File: src/rtl/key_event_if.sv
`default_nettype none
// ============================================================================
// Module      : key_event_if
// Description : Key-event bus from the keypad arbiter to the code-entry FSM
//               and the display logic.
// Revision    : 1.0 - initial release
// ============================================================================
interface key_event_if;
  logic       key_valid;     // 1-cycle pulse: accepted key event
  logic [3:0] key_code;      // 0-9 digit, 4'hA ok, 4'hB clear
  logic       key_conflict;  // 1-cycle pulse: multi-key press rejected
  logic       key_held;      // a press (accepted or rejected) is still down
  logic [7:0] event_cnt;     // running count of key_valid pulses

  modport master (
    output key_valid,
    output key_code,
    output key_conflict,
    output key_held,
    output event_cnt
  );

  modport slave (
    input key_valid,
    input key_code,
    input key_conflict,
    input key_held,
    input event_cnt
  );
endinterface
`default_nettype wire

File: src/rtl/key_event_arbiter.sv
`default_nettype none
// ============================================================================
// Module      : key_event_arbiter
// Description : Synchronises and debounces 12 raw keypad buttons, rejects
//               simultaneous presses and enforces press-release so that each
//               physical press produces exactly one 1-cycle key event.
// Revision    : 1.0 - initial release
// ============================================================================
module key_event_arbiter #(
  parameter int DEB_CYCLES = 16,
  parameter int CNT_W      = 5
) (
  input  wire logic        clk,
  input  wire logic        reset,
  input  wire logic [11:0] key_in,
  key_event_if.master      ev
);

  localparam logic [0:0]       c_st_idle  = 1'b0;
  localparam logic [0:0]       c_st_held  = 1'b1;
  localparam logic [CNT_W-1:0] c_deb_max  = CNT_W'(DEB_CYCLES - 1);
  localparam logic [3:0]       c_code_clr = 4'hB;

  logic [11:0]      r_sync1;
  logic [11:0]      r_sync2;
  logic [11:0]      r_samp;
  logic [CNT_W-1:0] r_cnt;
  logic [11:0]      r_deb;

  logic [0:0]       r_state;
  logic [0:0]       w_state_nxt;

  logic             w_onehot;
  logic [3:0]       w_idx;
  logic             w_valid_nxt;
  logic             w_conflict_nxt;
  logic [3:0]       w_code_nxt;

  logic             r_valid;
  logic             r_conflict;
  logic [3:0]       r_code;
  logic [7:0]       r_event_cnt;

  // Two-flop synchroniser for every raw button bit.
  always_ff @(posedge clk or posedge reset) begin
    if (reset) begin
      r_sync1 <= '0;
      r_sync2 <= '0;
    end else begin
      r_sync1 <= key_in;
      r_sync2 <= r_sync1;
    end
  end

  // Whole-vector debounce: any change restarts the count; the debounced
  // vector follows only after the count has saturated on a stable value.
  always_ff @(posedge clk or posedge reset) begin
    if (reset) begin
      r_samp <= '0;
      r_cnt  <= '0;
      r_deb  <= '0;
    end else begin
      r_samp <= r_sync2;
      if (r_sync2 != r_samp) begin
        r_cnt <= '0;
      end else if (r_cnt == c_deb_max) begin
        r_deb <= r_sync2;
      end else begin
        r_cnt <= r_cnt + CNT_W'(1);
      end
    end
  end

  // Lowest set bit index; only meaningful when exactly one bit is set.
  always_comb begin
    w_idx    = 4'd0;
    w_onehot = (r_deb != 12'd0) && ((r_deb & (r_deb - 12'd1)) == 12'd0);
    for (int i = 10; i >= 0; i--) begin
      if (r_deb[i]) begin
        w_idx = 4'(i);
      end
    end
  end

  // FSM state register.
  always_ff @(posedge clk or posedge reset) begin
    if (reset) begin
      r_state <= c_st_idle;
    end else begin
      r_state <= w_state_nxt;
    end
  end

  // FSM next state: leave IDLE on any press, return only on full release.
  always_comb begin
    w_state_nxt = r_state;
    case (r_state)
      c_st_idle: if (r_deb != 12'd0) w_state_nxt = c_st_held;
      c_st_held: if (r_deb == 12'd0) w_state_nxt = c_st_idle;
      default:   w_state_nxt = c_st_idle;
    endcase
  end

  // FSM outputs: classify a fresh press; clear wins over any other key.
  always_comb begin
    w_valid_nxt    = 1'b0;
    w_conflict_nxt = 1'b0;
    w_code_nxt     = r_code;
    if (r_state == c_st_idle && r_deb != 12'd0) begin
      if (r_deb[11]) begin
        w_valid_nxt = 1'b1;
        w_code_nxt  = c_code_clr;
      end else if (w_onehot) begin
        w_valid_nxt = 1'b1;
        w_code_nxt  = w_idx;
      end else begin
        w_conflict_nxt = 1'b1;
      end
    end
  end

  // Registered event outputs and the wrapping event counter.
  always_ff @(posedge clk or posedge reset) begin
    if (reset) begin
      r_valid     <= 1'b0;
      r_conflict  <= 1'b0;
      r_code      <= 4'd0;
      r_event_cnt <= 8'd0;
    end else begin
      r_valid     <= w_valid_nxt;
      r_conflict  <= w_conflict_nxt;
      r_code      <= w_code_nxt;
      r_event_cnt <= r_event_cnt + 8'(w_valid_nxt);
    end
  end

  assign ev.key_valid    = r_valid;
  assign ev.key_conflict = r_conflict;
  assign ev.key_code     = r_code;
  assign ev.key_held     = (r_state == c_st_held);
  assign ev.event_cnt    = r_event_cnt;

endmodule
`default_nettype wire
File: src/flat_wrapper.sv
// flat-port wrapper written by rule: the top's interface ports become plain ports
module key_event_arbiter_flat 
#(
  parameter int DEB_CYCLES = 16,
  parameter int CNT_W      = 5
)
  (clk, reset, key_in, ev_key_valid, ev_key_code, ev_key_conflict, ev_key_held, ev_event_cnt);
  key_event_if ev_i ();
  input  wire logic clk;
  input  wire logic reset;
  input  wire logic [11:0] key_in;
  output wire logic [$bits(ev_i.key_valid)-1:0] ev_key_valid;
  output wire logic [$bits(ev_i.key_code)-1:0] ev_key_code;
  output wire logic [$bits(ev_i.key_conflict)-1:0] ev_key_conflict;
  output wire logic [$bits(ev_i.key_held)-1:0] ev_key_held;
  output wire logic [$bits(ev_i.event_cnt)-1:0] ev_event_cnt;
  assign ev_key_valid = ev_i.key_valid;
  assign ev_key_code = ev_i.key_code;
  assign ev_key_conflict = ev_i.key_conflict;
  assign ev_key_held = ev_i.key_held;
  assign ev_event_cnt = ev_i.event_cnt;
  key_event_arbiter #(.DEB_CYCLES(DEB_CYCLES), .CNT_W(CNT_W)) u_core (.clk(clk), .reset(reset), .key_in(key_in), .ev(ev_i));
endmodule
File: config.mk
export PLATFORM = sky130hd
export DESIGN_NAME = key_event_arbiter_flat
export DESIGN_NICKNAME = d
export VERILOG_FILES = /design/src/rtl/key_event_if.sv /design/src/rtl/key_event_arbiter.sv /design/src/flat_wrapper.sv
export SDC_FILE = /design/constraint.sdc
export NUM_CORES = 1
export LEC_CHECK = 0
export ABC_AREA = 1
export ABC_CLOCK_PERIOD_IN_PS = 2700
export BUFFER_PORTS_ARGS = -buffer_cell sky130_fd_sc_hd__buf_2
export CELL_PAD_IN_SITES_DETAIL_PLACEMENT = 2
export CELL_PAD_IN_SITES_GLOBAL_PLACEMENT = 2
export CORE_AREA = 2 2 89 91
export CTS_CLUSTER_DIAMETER = 50
export DETAILED_ROUTE_END_ITERATION = 10
export DIE_AREA = 0 0 91 93
export PLACE_DENSITY_LB_ADDON = 0.1
export RECOVER_POWER = 50
export SYNTH_ARGS = -nofsm -noshare
export SYNTH_HDL_FRONTEND = slang
export SYNTH_SLANG_ARGS = --single-unit
File: constraint.sdc
create_clock -name clk -period 2.7 [get_ports clk]
set_input_delay 0.27 -clock clk [delete_from_list [all_inputs] [get_ports clk]]
set_output_delay 0.27 -clock clk [all_outputs]
set_load 0.02 [all_outputs]
==> results.cfg <==
[outcome]
status = finished with violations
violations = max-capacitance violations, max-slew violations

[floorplanning]
die_area_sq_um = 8460
pin_count = 29
start_util = 0.358
fp.coreArea_sq_um = 7530
fp-row-count = 32
dieHeight_um = 93
die_w_um = 91

[yosys]
synth_edf_count = 0
async_reset_ff_frac = 1.00
syn_area_per_cell_sq_um = 10.8
synth_top_area_frac = 0.632
syn_inst = 249
yosysSeqAreaShare = 0.632
ys_types = 26
yosysTopAreaCell = dfrtp_1
yosys_register_bits = 68
synth_area_leaders = dfrtp_1, nand2_1, xnor2_1
synth_flop_cell = dfrtp_1
synth-warning-count = 0
synth_nets = 267
synth_area_sq_um = 2690

[sta]
finalSetupViolCount = 0
rsz0062_at_grt = false
worst_pin_slew_ns = 1.64
fin_tns_setup_ns = 0
maxSlewViolCount = 69
period_share = 0.836
fin_crit_ns = 2.26
relSlewSlack = -0.0917
max_freq_mhz = 443
hold_viol_final = 0
finalClockSkew_ns = 0.00926

[placement]
gp_congestion = 0.741
dp_hpwl_um = 3870
io_buffers = 28
place_area_sq_um = 2980
dp.cells = 378

[worst_hold_path]
worstHoldPathType = in2reg
min_from = key_in[10]

[detailed_routing]
num_vias = 1831
via_per_inst = 4.64
drt-pass1-iter-count = 2
drc = 0
ant_nets = 0
drtIter0Drc = 30
wire_per_inst_um = 13.7
totalWireLength_um = 5420

[clocking]
clk_pin_slew_ns = 0.08
htree_levels = 3
clk_latency_ns = 0.34
cts.path.max_buffers = 2
cts_tree = built
cts_sinks = 68
cts_setup_buffers = 0
cts_buffers = 9
cts-root-buf = clkbuf_8

[global_route]
grt_antenna_before_repair = 0
grt-ovfl-total = 0
grt_start_max_net_pins = 69
grt_pass1_wl_um = 9690
grt_pass1_vias = 2045
grt_usage = 0.147

[power]
p_leak_nw = 1.69
finalPower_w = 0.00215
ir_drop_uv = 326
p_per_area_nw_per_um2 = 666

[setup_path]
cp-startpoint = u_core.r_deb[4]
startpoint_type = register
reg2reg_from = u_core.r_deb[4]
crit_arrival_ns = 2.52
critPathMaxFanout = 6
path_class = reg2reg
required_ns = 2.97
crit_path_end_kind = register

[finish]
final_cells = 395
area_delta_synth_final_pct = 19.7
fin_area_sq_um = 3220
final_nets = 306
drive_gt1_frac = 0.229
n_antenna_cell = 0

[run]
max-cap-violations = 1
-- cell type report --
type,count,area (sq um)
sequential,68,1700
clock inverter,6,111
clock buffer,10,138
fill,849,4300
inverter,20,75.1
multi-input combinational,156,893
tap,102,128
timing repair buffer,33,178
-- synthesized netlist by cell type (4+ instances only) --
| cell type | n |
|---|---|
| nor2_1 | 17 |
| xor2_1 | 7 |
| nand4_1 | 14 |
| a21oi_1 | 4 |
| inv_1 | 19 |
| ha_1 | 4 |
| nand2_4 | 4 |
| nand3_1 | 8 |
| nand2_1 | 64 |
| xnor2_1 | 11 |
| dfrtp_1 | 68 |
| nor2_4 | 6 |
-- cells in the final DEF (no fill, tap or decap), types with 7 or more instances in the layout --
master | synthesis | routed
nand3_1 | 8 | 8
inv_1 | 19 | 19
nor2_1 | 17 | 17
dfrtp_1 | 68 | 68
buf_2 | 3 | 28
xnor2_1 | 11 | 11
nand4_1 | 14 | 14
xor2_1 | 7 | 7
nand2_1 | 64 | 64
clkbuf_8 | 0 | 10
-- repair_timing --
item | 4_1_cts | 5_1_grt
hold endpoints to repair | 3 | 0
gates resized for setup | 0 | 0
hold buffers | 1 | 0
endpoints found under the setup margin | 0 | 0
-- worst max-delay path, cell delays in order, from the launching register on --
cell	delay, ns
dfrtp_1	0.46
nor2_4	0.18
nand2_4	0.08
nor2_4	0.13
nand2_1	0.07
a21oi_2	0.13
nand2_2	0.07
nand2_4	0.10
nand2_4	0.07
inv_1	0.09
ha_1	0.17
ha_1	0.19
nand3_1	0.14
nor2_1	0.15
xor2_1	0.15
-- registers in the layout (all words and copies together) (netlist names) --
name                    count
u_core.r_sync2             12
u_core.r_cnt                5
u_core.r_samp              12
u_core.ev.key_conflict      1
u_core.ev.key_valid         1
u_core.ev.key_held          1
u_core.r_sync1             12
u_core.r_deb               12
u_core.ev.event_cnt         8
u_core.ev.key_code          4
-- power by group --
group,internal (W),switching [W],total [W]
registers,0.00105,0.0000175,0.00106
clock network,0.000639,0.000390,0.00103
logic,0.0000205,0.0000344,0.0000549
-- cell families (layout without fill, tap and decap cells) --
logic type	after synthesis	in the layout	synth area share
buf+inv	25	69	0.0362
flops	68	68	0.632
compound gates	12	12	0.0242
simple gates	122	122	0.230
fa+ha+maj	4	4	0.0186
xor+xnor	18	18	0.0585
-- metrics by stage --
step           setup WS [ns]  hold slack [ns]  utilization
6_report               0.442           0.0301        0.428
2_1_floorplan          0.711            0.301            -
3_3_place_gp           0.457            0.331        0.396
4_1_cts                0.394           0.0116        0.430
5_1_grt                0.208          0.00192        0.428
3_5_place_dp           0.404            0.336        0.396
-- path summary, 6_finish.rpt --
path                                          end  slack [ns]  cells past startpoint
hold reg to reg                 u_core.r_sync2[2]        0.35                      0
min in group asynchronous       u_core.r_sync1[1]        1.03                      4
hold / removal                 u_core.r_sync1[10]        0.03                      1
setup / recovery           u_core.ev.event_cnt[6]        0.44                     14
max in group asynchronous   u_core.ev.key_code[2]        0.67                      4
setup reg to reg           u_core.ev.event_cnt[6]        0.44                     14
-- metal layers --
metal	up-vias	share of wire	GRT usage	wire [um]
met4	0	0.020	0.0720	107
li1	869	-	-	-
met5	-	0	0	0
met3	10	0.035	0.0411	187
met1	922	0.46	0.183	2500
met2	30	0.48	0.237	2620
Power figures use the tool's default switching activity.
